### config.mk
export PLATFORM = sky130hd
export DESIGN_NAME = matrix_keypad_ctrl
export DESIGN_NICKNAME = d
export VERILOG_FILES = /design/src/rtl/keypad_pkg.sv /design/src/rtl/matrix_keypad_ctrl_col_sync.sv /design/src/rtl/matrix_keypad_ctrl.sv
export SDC_FILE = /design/constraint.sdc
export NUM_CORES = 1
export LEC_CHECK = 0
export BUFFER_PORTS_ARGS = -buffer_cell sky130_fd_sc_hd__buf_2
export CORE_AREA = 2 2 51 58
export CTS_CLUSTER_DIAMETER = 30
export CTS_CLUSTER_SIZE = 10
export DETAILED_ROUTE_END_ITERATION = 10
export DIE_AREA = 0 0 53 60
export GPL_TIMING_DRIVEN = 0
export PLACE_DENSITY = 0.86
export SLEW_MARGIN = 15
export SYNTH_ARGS = -nofsm -noshare
export SYNTH_HDL_FRONTEND = slang
export SYNTH_HIERARCHICAL = 1
export SYNTH_SLANG_ARGS = --single-unit
### constraint.sdc
create_clock -name clk -period 4.75 [get_ports clk]
set_input_delay 0.95 -clock clk [delete_from_list [all_inputs] [get_ports clk]]
set_output_delay 0.95 -clock clk [all_outputs]
set_load 0.01 [all_outputs]
### src/rtl/keypad_pkg.sv
// keypad_pkg -- shared definitions for the matrix keypad controller.
//
// Contents:
//   ST_*          legacy 2-bit state encodings, pinned so that waveform
//                 viewers and external checkers see stable values.
//   kp_state_t    FSM state enum (SCAN, PRESS_DB, HELD, REL_DB) using those
//                 encodings.
//   onehot_valid  true when exactly one bit of a (zero-extended) vector is set.
//   code_width    number of bits needed to number every key of a ROWSxCOLS pad.
//   hex_label     display-side lookup from scan code to the printed legend
//                 of the standard 4x4 pad (1 2 3 A / 4 5 6 B / 7 8 9 C / * 0 # D).
//                 '*' maps to 0xE and '#' to 0xF.
package keypad_pkg;

  localparam logic [1:0] ST_SCAN     = 2'd0;
  localparam logic [1:0] ST_PRESS_DB = 2'd1;
  localparam logic [1:0] ST_HELD     = 2'd2;
  localparam logic [1:0] ST_REL_DB   = 2'd3;

  typedef enum logic [1:0] {
    SCAN     = ST_SCAN,
    PRESS_DB = ST_PRESS_DB,
    HELD     = ST_HELD,
    REL_DB   = ST_REL_DB
  } kp_state_t;

  // v & (v-1) clears the lowest set bit; zero afterwards means one bit only.
  function automatic logic onehot_valid(input logic [31:0] v);
    return (v != 32'd0) && ((v & (v - 32'd1)) == 32'd0);
  endfunction

  function automatic int code_width(input int rows, input int cols);
    return (rows * cols > 1) ? $clog2(rows * cols) : 1;
  endfunction

  function automatic logic [3:0] hex_label(input logic [3:0] code);
    logic [3:0] lbl;
    case (code)
      4'd0:    lbl = 4'h1;
      4'd1:    lbl = 4'h2;
      4'd2:    lbl = 4'h3;
      4'd3:    lbl = 4'hA;
      4'd4:    lbl = 4'h4;
      4'd5:    lbl = 4'h5;
      4'd6:    lbl = 4'h6;
      4'd7:    lbl = 4'hB;
      4'd8:    lbl = 4'h7;
      4'd9:    lbl = 4'h8;
      4'd10:   lbl = 4'h9;
      4'd11:   lbl = 4'hC;
      4'd12:   lbl = 4'hE;
      4'd13:   lbl = 4'h0;
      4'd14:   lbl = 4'hF;
      default: lbl = 4'hD;
    endcase
    return lbl;
  endfunction

endpackage

### src/rtl/matrix_keypad_ctrl_col_sync.sv
// col_sync -- two-flop synchronizer for the asynchronous column inputs.
//
// Ports:
//   clk    system clock
//   reset  asynchronous active-high reset; both stages clear to 0
//   d_i    WIDTH raw asynchronous inputs
//   q_o    WIDTH synchronized outputs (two clk of latency)
module col_sync #(
  parameter int WIDTH = 4
) (
  input  logic             clk,
  input  logic             reset,
  input  logic [WIDTH-1:0] d_i,
  output logic [WIDTH-1:0] q_o
);

  logic [WIDTH-1:0] meta_q;
  logic [WIDTH-1:0] sync_q;

  always_ff @(posedge clk or posedge reset) begin
    if (reset) begin
      meta_q <= '0;
      sync_q <= '0;
    end else begin
      meta_q <= d_i;
      sync_q <= meta_q;
    end
  end

  assign q_o = sync_q;

endmodule

### src/rtl/matrix_keypad_ctrl.sv
// matrix_keypad_ctrl -- scans an R x C matrix keypad, rejects ghosted reads,
// debounces press and release, emits one event per press and keeps a short
// history of accepted codes for the display multiplexer.
//
// Ports:
//   clk          system clock
//   reset        asynchronous active-high reset
//   col_async    NUM_COLS raw column sense lines (active-high, asynchronous)
//   row          NUM_ROWS one-hot active-high row drive
//   key_code     CODE_W code of the last accepted key (row*NUM_COLS + col)
//   key_valid    one-cycle pulse, coincident with the new key_code value
//   key_held     high while an accepted key is held or release-debouncing
//   history      DIGITS*CODE_W; digit 0 (LSBs) is the newest code
//   state_dbg_o  current FSM state, for observation only
//
// Event semantics: key_valid is a pure pulse with no back-pressure. key_code
// and history change on the same cycle key_valid is high and then hold until
// the next event; a consumer simply samples them while key_valid is high.
//
// Build option: defining KEYPAD_REPEAT_EN adds auto-repeat while a key is
// held (parameters REPEAT_DELAY and REPEAT_RATE). Without it, exactly one
// event is produced per physical press.
module matrix_keypad_ctrl
  import keypad_pkg::*;
#(
  parameter int NUM_ROWS        = 4,
  parameter int NUM_COLS        = 4,
  parameter int SCAN_DWELL      = 4,
  parameter int DEBOUNCE_CYCLES = 8,
  parameter int DIGITS          = 2,
`ifdef KEYPAD_REPEAT_EN
  parameter int REPEAT_DELAY    = 16,
  parameter int REPEAT_RATE     = 8,
`endif
  localparam int CODE_W         = code_width(NUM_ROWS, NUM_COLS)
) (
  input  logic                       clk,
  input  logic                       reset,
  input  logic [NUM_COLS-1:0]        col_async,
  output logic [NUM_ROWS-1:0]        row,
  output logic [CODE_W-1:0]          key_code,
  output logic                       key_valid,
  output logic                       key_held,
  output logic [DIGITS*CODE_W-1:0]   history,
  output kp_state_t                  state_dbg_o
);

  localparam int RW = (NUM_ROWS > 1) ? $clog2(NUM_ROWS) : 1;
  localparam int CW = (NUM_COLS > 1) ? $clog2(NUM_COLS) : 1;
  localparam int DW = (SCAN_DWELL > 1) ? $clog2(SCAN_DWELL) : 1;
  localparam int BW = $clog2(DEBOUNCE_CYCLES + 1);
  localparam int HW = DIGITS * CODE_W;

  // Synchronized columns
  logic [NUM_COLS-1:0] col;

  col_sync #(.WIDTH(NUM_COLS)) u_col_sync (
    .clk   (clk),
    .reset (reset),
    .d_i   (col_async),
    .q_o   (col)
  );

  // State and datapath registers
  kp_state_t           state_q,     state_d;
  logic [RW-1:0]       row_idx_q,   row_idx_d;
  logic [CW-1:0]       col_idx_q,   col_idx_d;
  logic [DW-1:0]       dwell_q,     dwell_d;
  logic [BW-1:0]       db_cnt_q,    db_cnt_d;
  logic [CODE_W-1:0]   key_code_q,  key_code_d;
  logic                key_valid_q, key_valid_d;
  logic [HW-1:0]       history_q,   history_d;

`ifdef KEYPAD_REPEAT_EN
  logic [15:0]         rep_cnt_q,   rep_cnt_d;
  logic                rep_first_q, rep_first_d;
`endif

  // Column decode helpers
  logic                col_single;
  logic [CW-1:0]       col_enc;
  logic [NUM_COLS-1:0] col_onehot_c;
  logic                col_bit;
  logic [RW-1:0]       row_next;
  logic [CODE_W-1:0]   code_cur;
  logic                emit;

  assign col_single   = onehot_valid(32'(col));
  assign col_onehot_c = NUM_COLS'(1) << col_idx_q;
  assign col_bit      = col[col_idx_q];
  assign row_next     = (row_idx_q == RW'(NUM_ROWS - 1)) ? '0 : row_idx_q + RW'(1);
  // row_idx_q stays on the pressed row outside SCAN, so it doubles as the
  // latched row of the key being debounced or held.
  assign code_cur     = CODE_W'(int'(row_idx_q) * NUM_COLS + int'(col_idx_q));

  // Only meaningful when col_single is true.
  always_comb begin
    col_enc = '0;
    for (int i = 0; i < NUM_COLS; i++) begin
      if (col[i]) col_enc = CW'(i);
    end
  end

  always_comb begin
    state_d     = state_q;
    row_idx_d   = row_idx_q;
    col_idx_d   = col_idx_q;
    dwell_d     = dwell_q;
    db_cnt_d    = db_cnt_q;
    key_code_d  = key_code_q;
    key_valid_d = 1'b0;
    history_d   = history_q;
    emit        = 1'b0;
`ifdef KEYPAD_REPEAT_EN
    rep_cnt_d   = rep_cnt_q;
    rep_first_d = rep_first_q;
`endif

    case (state_q)
      SCAN: begin
        if (dwell_q == DW'(SCAN_DWELL - 1)) begin
          dwell_d = '0;
          if (col_single) begin
            // Sample counts as the first stable sample; row stays locked.
            col_idx_d = col_enc;
            db_cnt_d  = BW'(1);
            state_d   = PRESS_DB;
          end else begin
            // No key, or a ghost-prone multi-key read: move on.
            row_idx_d = row_next;
          end
        end else begin
          dwell_d = dwell_q + DW'(1);
        end
      end

      PRESS_DB: begin
        if (col == col_onehot_c) begin
          if (int'(db_cnt_q) + 1 >= DEBOUNCE_CYCLES) begin
            emit     = 1'b1;
            db_cnt_d = '0;
            state_d  = HELD;
          end else begin
            db_cnt_d = db_cnt_q + BW'(1);
          end
        end else begin
          db_cnt_d  = '0;
          dwell_d   = '0;
          row_idx_d = row_next;
          state_d   = SCAN;
        end
      end

      HELD: begin
        // Other columns are ignored as long as the latched one stays closed.
        if (!col_bit) begin
          db_cnt_d = BW'(1);
          state_d  = REL_DB;
        end
`ifdef KEYPAD_REPEAT_EN
        else begin
          if (int'(rep_cnt_q) + 1 >= (rep_first_q ? REPEAT_DELAY : REPEAT_RATE)) begin
            // Hold the count at threshold if a pulse was just issued, so
            // key_valid never fires on two consecutive cycles.
            if (!key_valid_q) begin
              emit        = 1'b1;
              rep_cnt_d   = '0;
              rep_first_d = 1'b0;
            end
          end else begin
            rep_cnt_d = rep_cnt_q + 16'd1;
          end
        end
`endif
      end

      REL_DB: begin
        if (!col_bit) begin
          if (int'(db_cnt_q) + 1 >= DEBOUNCE_CYCLES) begin
            db_cnt_d  = '0;
            dwell_d   = '0;
            row_idx_d = row_next;
            state_d   = SCAN;
          end else begin
            db_cnt_d = db_cnt_q + BW'(1);
          end
        end else begin
          // Contact bounced closed again: same press, no new event.
          db_cnt_d = '0;
          state_d  = HELD;
        end
      end

      default: begin
        state_d = SCAN;
      end
    endcase

    if (emit) begin
      key_code_d  = code_cur;
      key_valid_d = 1'b1;
      history_d   = (history_q << CODE_W) | HW'(code_cur);
    end

`ifdef KEYPAD_REPEAT_EN
    // Any exit from HELD re-arms the initial delay.
    if (state_d != HELD) begin
      rep_cnt_d   = '0;
      rep_first_d = 1'b1;
    end
`endif
  end

  always_ff @(posedge clk or posedge reset) begin
    if (reset) begin
      state_q     <= SCAN;
      row_idx_q   <= '0;
      col_idx_q   <= '0;
      dwell_q     <= '0;
      db_cnt_q    <= '0;
      key_code_q  <= '0;
      key_valid_q <= 1'b0;
      history_q   <= '0;
`ifdef KEYPAD_REPEAT_EN
      rep_cnt_q   <= '0;
      rep_first_q <= 1'b1;
`endif
    end else begin
      state_q     <= state_d;
      row_idx_q   <= row_idx_d;
      col_idx_q   <= col_idx_d;
      dwell_q     <= dwell_d;
      db_cnt_q    <= db_cnt_d;
      key_code_q  <= key_code_d;
      key_valid_q <= key_valid_d;
      history_q   <= history_d;
`ifdef KEYPAD_REPEAT_EN
      rep_cnt_q   <= rep_cnt_d;
      rep_first_q <= rep_first_d;
`endif
    end
  end

  assign row         = NUM_ROWS'(1) << row_idx_q;
  assign key_code    = key_code_q;
  assign key_valid   = key_valid_q;
  assign key_held    = (state_q == HELD) || (state_q == REL_DB);
  assign history     = history_q;
  assign state_dbg_o = state_q;

endmodule

==> impl_metrics.yaml <==
run_status:
  status: "complete, no violations"
grt:
  grt_pass1_wl_um: 4170
  grt_max_degree: 22
  track_usage_pct: 18.8
  overflow: 0
  antenna_found_initial: 0
  first_global_vias: 1010
layout:
  regArea_um2: 726
  multi_input_area_um2: 634
  fill_cells: 223
  area_growth_pct: 14.8
  nets: 169
  antenna_cells: 0
  drive_above_1_share_pct: 35.7
power:
  ir_drop_v: 0.000273
  leakagePower_nw: 0.880
  p_per_area_mw_per_mm2: 476
timing:
  max_freq_mhz: 459
  worst_slew_pin_slew_ns: 0.823
  final.period_utilization_pct: 45.9
  final-max-slew-violation-count: 0
  setup_viol_count_final: 0
  hold_viol: 0
  rsz0062_at_grt: "no"
  finalCriticalPeriod_ns: 2.18
  finClkSkew_ns: 0.00522
  slew_headroom_pct: 45.1
  setup_tns_ns: 0
  finalWorstSetupSlack_ns: 2.57
clocking:
  clockRootBuffer: "clkbuf_4"
  clock_latency_ns: 0.32
  cts_hold_buf: 0
  cts_tree: "yes"
  post_cts_buffers: 0
  numCtsBuffers: 5
  clkSinkCount: 29
  path_clk_slew_ns: 0.09
  cts_resized: 0
  htree_levels: 2
  cts_buffer_depth: 2
floorplan:
  io_pins: 26
  fp.dieArea_mm2: 0.00318
  die_h_um: 60
  std_cell_rows: 20
  coreArea_mm2: 0.00263
  die_width_um: 53
  start_util_pct: 55.8
routing:
  via_per_inst: 5.44
  vias: 1033
  drt-total-wl_um: 2490
  routedWlPerCell_um: 13.1
  antenna_left: 0
  drt-pass1-iter-count: 4
  route.detailed.drc: 0
  drtIter0Drc: 19
synth:
  syn_area_mm2: 0.00147
  synth-xor-area-share_pct: 0.597
  synth-seq-area-share_pct: 49.5
  synth_warnings: 6
  syn_area_per_cell_um2: 11.8
  ys_ff_latch: 29
  synth_adder_area_share_pct: 5.97
  synth.net_count: 137
  synth-simple-area-share_pct: 9.64
  yosysTopAreaCell: "dfrtp_1"
  ys_types: 38
  synth_compound_area_share_pct: 14.8
  synth_top_area_share_pct: 49.5
  syn_inst: 124
  ys_top_cells_by_area: "dfrtp_1, mux2_4, ha_1"
  synthMuxAreaShare_pct: 12.3
  synth_top_family_by_area: "compound AO/OA/AOI/OAI gates"
critical_path:
  path_class: "flop to flop"
  worst-path-max-fanout: 7
  endpoint_kind: "flop"
  required_ns: 4.96
  worstPathCellList: "ha_1, nand2b_1, mux2i_1, o21ai_0, nand3_1, mux2_2"
  critPathArrivalTime_ns: 2.39
  slowest_stage: "dfrtp_1"
  worst-path-buf-inv: 0
  crit_path_start_kind: "flop"
  cpPeakStageDelay_ns: 0.45
  crit_family: "multiplexers"
place:
  dp_slack_ns: 2.62
  portBuffers: 25
  gp_congestion: 0.718
  dpl.hpwl_um: 1880
flow_run:
  cap_violations: 0
worst_hold_path:
  hold_class: "flop to flop"
[synth_stat cells, drive strengths merged]
library cell	count
a211oi	2
a21oi	4
a22o	1
a22oi	1
a2bb2oi	2
a31oi	2
a32o	1
and2	2
and3b	1
buf	7
clkbuf	3
dfrtp	29
ha	7
inv	9
mux2	11
mux2i	3
nand2	3
nand2b	2
nand3	2
nor2	7
nor2b	3
nor3	2
o2111a	1
o21ai	11
o22ai	1
o2bb2ai	1
o311ai	1
o31a	1
o31ai	1
or4b	2
xnor2	1
[stage by stage]
stage	power, W	instances	cell area [µm²]	hold slack, ns	util [%]
3_3_place_gp	0.000643	182	1630	0.333	62.1
4_1_cts	0.000812	190	1680	0.359	64.1
6_report	0.000801	190	1680	0.356	64.1
3_5_place_dp	0.000671	182	1630	0.338	62.1
2_1_floorplan	0.000585	124	1470	0.331	-
5_1_grt	0.000866	190	1680	0.358	64.1
[cells by family after synthesis]
| logic type | Yosys count |
|---|---|
| buffers and inverters | 19 |
| adder cells (fa/ha/maj) | 7 |
| flip-flops | 29 |
| multiplexers | 14 |
| AO/OA/AOI/OAI | 30 |
| XOR/XNOR | 1 |
| AND/OR/NAND/NOR | 24 |
[placed cells by master (no fill, tap or decap), types with 2 or more instances in the layout]
master / Yosys / routed
or4b_1: 2 / 2
nor2_1: 7 / 7
nor2b_1: 3 / 3
a2bb2oi_1: 2 / 2
mux2i_1: 3 / 3
clkinv_2: 0 / 2
a31oi_1: 2 / 2
ha_1: 7 / 7
o21ai_0: 11 / 11
buf_6: 2 / 2
dfrtp_1: 29 / 29
inv_1: 9 / 9
clkbuf_1: 2 / 3
a21oi_1: 4 / 4
clkbuf_4: 0 / 5
mux2_2: 4 / 4
buf_2: 0 / 25
mux2_4: 7 / 7
buf_4: 5 / 5
nand3_1: 2 / 2
nand2_1: 3 / 3
[layout make-up]
type / count / area share (%)
plain buffers: 10 / 4.31
clock buffers: 6 / 2.45
clock inverters: 2 / 0.594
inverters: 9 / 2.01
multi-input cells: 76 / 37.7
flip-flops and latches: 29 / 43.1
well taps: 33 / 2.45
repair buffers: 25 / 7.43
[final timing paths]
check / start / to / slack, ns / cells past startpoint
max: db_cnt_q[0] / row_idx_q[1] / 2.57 / 6
min: u_col_sync/meta_q[3] / u_col_sync/q_o[3] / 0.36 / 0
max reg2reg: db_cnt_q[0] / row_idx_q[1] / 2.57 / 6
min reg2reg: u_col_sync/meta_q[3] / u_col_sync/q_o[3] / 0.36 / 0
max in group asynchronous: reset / history[5] / 3.46 / 2
min in group asynchronous: reset / u_col_sync/meta_q[3] / 0.55 / 2
[sequential cells by signal, indices dropped and copies added (netlist names)]
register,count
history,5
u_col_sync/meta_q,4
db_cnt_q,4
u_col_sync/q_o,4
key_valid,1
dwell_q,2
state_dbg_o,2
key_code,3
row_idx_q,2
col_idx_q,2
[power by group]
| part | total (W) | internal [W] | switching (W) |
|---|---|---|---|
| clock | 0.000138 | 0.0000562 | 0.0000823 |
| sequential | 0.000343 | 0.000295 | 0.0000480 |
| combinational | 0.000320 | 0.000146 | 0.000173 |
| total | 0.000801 | 0.000498 | 0.000304 |
[metal layers]
metal / track usage (%) / vias up / routed length (µm)
li1: - / 499 / -
met1: 18.6 / 485 / 958
met2: 32.7 / 35 / 1290
met3: 5.25 / 14 / 134
met4: 14.3 / 0 / 105
met5: 0 / - / 0
Power figures use the tool's default switching activity.
